### config.mk
export PLATFORM = sky130hd
export DESIGN_NAME = ifu_fetch_ctrl
export DESIGN_NICKNAME = d
export VERILOG_FILES = /design/src/rtl/core_pkg.sv /design/src/rtl/ifu_fetch_ctrl.sv
export SDC_FILE = /design/constraint.sdc
export NUM_CORES = 1
export LEC_CHECK = 0
export CAP_MARGIN = 5
export CORE_AREA = 8 8 118 88
export CTS_BUF_LIST = sky130_fd_sc_hd__clkbuf_8
export CTS_CLUSTER_DIAMETER = 100
export DETAILED_ROUTE_END_ITERATION = 8
export DIE_AREA = 0 0 126 96
export GPL_TIMING_DRIVEN = 0
export HOLD_SLACK_MARGIN = 0.15
export PLACE_DENSITY = 0.81
export SLEW_MARGIN = 20
export SYNTH_ARGS = -nofsm -noshare
export SYNTH_HDL_FRONTEND = slang
export SYNTH_SLANG_ARGS = --single-unit
### constraint.sdc
create_clock -name clk -period 2.25 [get_ports clk]
set_input_delay 0.675 -clock clk [delete_from_list [all_inputs] [get_ports clk]]
set_output_delay 0.675 -clock clk [all_outputs]
set_load 0.05 [all_outputs]
### src/rtl/core_pkg.sv
// Shared fetch-side definitions: FSM state encoding, the fault-substitution
// instruction and the AXI read response codes.
package core_pkg;

    typedef enum logic [1:0] {
        ST_IDLE = 2'd0,
        ST_ADDR = 2'd1,
        ST_DATA = 2'd2,
        ST_OUT  = 2'd3
    } fetch_state_e;

    localparam logic [31:0] NOP_INST = 32'h0000_0013;  // addi x0,x0,0

    localparam logic [1:0] RESP_OKAY   = 2'b00;
    localparam logic [1:0] RESP_SLVERR = 2'b10;
    localparam logic [1:0] RESP_DECERR = 2'b11;

endpackage

### src/rtl/ifu_fetch_ctrl.sv
// Instruction fetch controller: one AXI4-Lite read per accepted PC, result
// handed to decode over valid/ready. At most one fetch in flight.
//
// state | meaning
// IDLE  | waiting for a PC; pc_ready unless flushing
// ADDR  | AR channel presented, waiting for arready
// DATA  | waiting for the R beat; drop marks a fetch killed by flush
// OUT   | instruction held for decode until accepted or flushed
module ifu_fetch_ctrl
    import core_pkg::*;
#(
    parameter int          ADDR_W   = 32,
    parameter int          DATA_W   = 32,
    parameter logic [31:0] NOP_INST = core_pkg::NOP_INST
) (
    input  logic              clk,
    input  logic              rst,
    input  logic              pc_valid,
    output logic              pc_ready,
    input  logic [ADDR_W-1:0] pc_addr,
    input  logic              flush,
    output logic [ADDR_W-1:0] araddr,
    output logic              arvalid,
    input  logic              arready,
    input  logic [DATA_W-1:0] rdata,
    input  logic [1:0]        rresp,
    input  logic              rvalid,
    output logic              rready,
    output logic              inst_valid,
    input  logic              inst_ready,
    output logic [DATA_W-1:0] inst,
    output logic [ADDR_W-1:0] inst_pc,
    output logic              inst_fault
);

    if (DATA_W != 32) begin : g_bad_data_w
        $error("ifu_fetch_ctrl: DATA_W must be 32");
    end

    fetch_state_e      state, state_n;
    logic              drop, drop_n;
    logic [ADDR_W-1:0] addr_q, addr_n;
    logic [DATA_W-1:0] inst_q, inst_n;
    logic              fault_q, fault_n;

    always_ff @(posedge clk) begin
        if (rst) begin
            state   <= ST_IDLE;
            drop    <= 1'b0;
            addr_q  <= '0;
            inst_q  <= '0;
            fault_q <= 1'b0;
        end else begin
            state   <= state_n;
            drop    <= drop_n;
            addr_q  <= addr_n;
            inst_q  <= inst_n;
            fault_q <= fault_n;
        end
    end

    always_comb begin
        state_n    = state;
        drop_n     = drop;
        addr_n     = addr_q;
        inst_n     = inst_q;
        fault_n    = fault_q;
        pc_ready   = 1'b0;
        araddr     = '0;
        arvalid    = 1'b0;
        rready     = 1'b0;
        inst_valid = 1'b0;
        inst       = '0;
        inst_pc    = '0;
        inst_fault = 1'b0;

        // Handshake outputs are held low while rst is asserted so nothing is
        // accepted or consumed on the reset edge.
        if (!rst) begin
            unique case (state)
                ST_IDLE: begin
                    pc_ready = !flush;
                    if (pc_valid && !flush) begin
                        addr_n = pc_addr;
                        if (pc_addr[1:0] != 2'b00) begin
                            inst_n  = NOP_INST;
                            fault_n = 1'b1;
                            state_n = ST_OUT;
                        end else begin
                            state_n = ST_ADDR;
                        end
                    end
                end
                ST_ADDR: begin
                    arvalid = 1'b1;
                    araddr  = addr_q;
                    if (flush) drop_n = 1'b1;
                    if (arready) state_n = ST_DATA;
                end
                ST_DATA: begin
                    rready = 1'b1;
                    if (rvalid) begin
                        drop_n  = 1'b0;
                        state_n = ST_IDLE;
                        if (!drop && !flush) begin
                            inst_n  = (rresp == RESP_OKAY) ? rdata : NOP_INST;
                            fault_n = (rresp != RESP_OKAY);
                            state_n = ST_OUT;
                        end
                    end else if (flush) begin
                        drop_n = 1'b1;
                    end
                end
                ST_OUT: begin
                    inst_valid = !flush;
                    inst       = inst_q;
                    inst_pc    = addr_q;
                    inst_fault = fault_q;
                    if (flush || inst_ready) state_n = ST_IDLE;
                end
                default: state_n = ST_IDLE;
            endcase
        end
    end

endmodule

==> summary.md <==
| Metric | Value |
|---|---|
| Status | finished, violations left |
| Post-route ant nets | 0 |
| Antenna fix cells | 0 |
| CP max stage delay | 0.37 ns |
| Post-layout minimum cycle time | 2.43 ns |
| DP HPWL | 9.18 mm |
| Worst R2R End | fault_q |
| Synth cell count leaders | 125 x nand2_1, 97 x and2_1, 68 x dfxtp_1 |
| Worst path slowest cell | dfxtp_4 |
| Final instance area | 6330 um2 |
| Violated checks | negative setup slack |
| Mapped Area | 3400 um2 |
| Worst min-delay path endpoint | inst_q[30] |
| Sequential fraction of the synthesis area | 40.0% |
| DRC | 0 |
| Smallest hold slack | 0.461 ns |
| GRT overflow | 0 |
| Die ar. | 12100 um2 |
| Crit path launch type | register |
| PortBufs | 173 |
| Initial core utilization | 39.4% |
| VDD IR-drop max | 0.401 mV |
| RSZ-0062 raised after global routing | true |
| Sink Count | 68 |
| Post-synth EDFFs | 0 |
| Clock Path Buffers | 2 |
| Leak | 0.00273 uW |
| Top cells by area, synth | dfxtp_1 40%, and2_1 18%, nand2_1 14% |
| Via density | 4.94 |
| Largest net degree at the start of global routing | 13 |
| Worst-path fanout max | 10 |
| Vias in the first global route | 3860 |
| Worst EP required | 1.57 ns |
| Worst-Margin Slew | 0.472 ns |
| Critical Path AT | 1.76 ns |
| # rows | 29 |
| R2R cell count | 7 |
| Clock transition at path regs | 0.07 ns |
| Pwr dens | 711 nW/um2 |
| # setup viols final | 95 |
| Num CTS Buffers | 9 |
| Syn Area/Cell | 7.97 um2 |
| Detailed-route via count | 3642 |
| Share of layout cells above drive strength 1 | 38.8% |
| Min-delay src | inst_q[30] |
| Setup ws final | -0.183 ns |
| Reg2reg start | state[0] |
| Area Overhead vs Synth | 86.0% |
| Crit. End Element | output pin |
| Pre-antenna DRT Iters | 5 |
| Cells after DPL | 708 |
| Worst Hold Path Cells | 2 |
| Final Slew Violations | 0 |
| Worst slew margin | 68.5% |
| Total placed instance area | 5350 um2 |
| Ports | 174 |
| Clock latency on the worst-skew pair | 0.33 ns |
| RD Place Congestion | 0.812 |
| Drt wl/cell | 17.6 um |
| Layout Cells excl Fill | 737 |
| CTS tree | done |
| Die Wd | 126 um |
| Top FF cell, synth | dfxtp_1 |
| Asr flop ratio synth | 0% |
| Tot Pwr | 4500 uW |
| Area share of the largest cell type after synthesis | 40.0% |
| Classification of the worst-slack hold path | register to register |
| Post-synth net total | 506 |
| Post-synth cell types | 28 |
| Worst-path cell chain | inv_4 -> ha_2 -> nor2b_4 -> buf_12 -> clkbuf_16 -> and2_1 -> buf_6 |
| Critical path class | register to output pin |
| Initial antenna violation count | 0 |
| Delay-heaviest family, CP | buffers and inverters |
| Overall routed net length | 12.9 mm |
| GRT Util Overall | 20.6% |
| CTS root buf | clkbuf_8 |
| Starting DRT DRC Count | 194 |
| First-pass GRT wire length | 19.9 mm |
| Max-Cap Viols | 0 |
| Clk_skew | 0.00875 ns |
| Most frequent cell after synthesis | nand2_1 |
| F_max | 0.411 GHz |
| Vert. Die Dim | 96 um |
| FF+latch count, synth | 68 |
| Net count of the finished layout | 703 |
| Reg-to-reg slack, setup | 0.27 ns |
| Hold Vio Cnt, Final | 0 |
| Synth warn | 0 |
| Post-Synthesis Cells | 427 |
| H-Tree Depth | 3 |
| Worst path bufs/invs | 4 |
| Total core area | 8640 um2 |
| Pre-CTS WS | -1.68 ns |
| Final Cycle Share | 108% |
| Cell taking the most area after synthesis | dfxtp_1 |
| # hold bufs at CTS | 0 |
[registers in the layout, summed over array words and instances (netlist names)]
name and count:
inst_q 32, fault_q 1, drop 1, state 2
addr_q 32
[kinds of logic (layout without fill, tap and decap cells)]
kind of cell,Yosys count,after routing,share of synthesized area [%]
buf+inv,35,237,4.67
mux,29,29,8.53
flops,68,68,40.0
compound gates,49,49,9.49
simple gates,240,240,35.1
fa+ha+maj,6,6,2.21
[layout make-up]
type                    count  area, um2
flip-flops and latches     68       1370
well taps                 108        135
fillers                   640       2300
inverters                   5       21.3
multi-input cells         324       2110
repair buffers            188       2250
clock buffers               9        124
clock inverters             7       68.8
plain buffers              28        260
[per-stage QoR]
| stage | TNS [ns] | util, % |
|---|---|---|
| final | -9.60 | 73.3 |
| after global routing | -16.42 | 73.3 |
| after CTS | -10.98 | 71.2 |
| after detailed placement | -152.33 | 61.9 |
| after global placement | -149.08 | 61.9 |
| after floorplan | -1.14 | - |
[worst register-to-register path: cells and delay by family (launching register included)]
kind / cells / cell delay (ns)
adder cells (fa/ha/maj): 1 / 0.22
AND/OR/NAND/NOR: 2 / 0.58
AO/OA/AOI/OAI: 2 / 0.37
flip-flops: 1 / 0.37
buffers and inverters: 2 / 0.33
[cell usage in the layout (no fill, tap or decap), drive strengths merged, types with 6 or more instances in the layout]
master	synthesis	routed
inv	5	6
a21oi	34	34
nand2	125	125
clkbuf	23	34
and2	97	97
buf	7	120
mux2i	29	29
ha	6	6
clkdlybuf4s50	0	70
nor2b	6	6
dfxtp	68	68
[power by group]
part	switching, uW	leakage (uW)	internal, uW
clock	478	0.000100	508
combinational	1070	0.00208	986
sequential	107	0.000553	1350
[what timing repair did]
| action | in CTS | in global routing |
|---|---|---|
| gates resized for setup | 832 | 66 |
| setup endpoints to repair | 102 | 133 |
| pin swaps | 36 | 0 |
| gates cloned | 8 | 0 |
| buffers inserted | 4 | 3 |
[metal layers]
| layer | vias to the layer above | GRT usage [%] | share of wire, % |
|---|---|---|---|
| met5 | - | 0 | 0 |
| met4 | 0 | 6.78 | 1.9 |
| met3 | 16 | 7.08 | 6.6 |
| met2 | 115 | 37.2 | 52 |
| met1 | 1745 | 22.7 | 40 |
| li1 | 1766 | - | - |
[worst max path at each step]
stage	startpoint	to	slack (ns)	cells after the start
2_1_floorplan	rst	araddr[10]	-0.07	3
3_3_place_gp	rst	inst[8]	-1.68	6
3_5_place_dp	rst	inst[1]	-1.68	6
4_1_cts	state[1]	inst[10]	-0.15	6
5_1_grt	state[1]	araddr[18]	-0.23	7
6_report	state[1]	araddr[18]	-0.18	7
No activity file was read; power rests on OpenSTA's default activity.
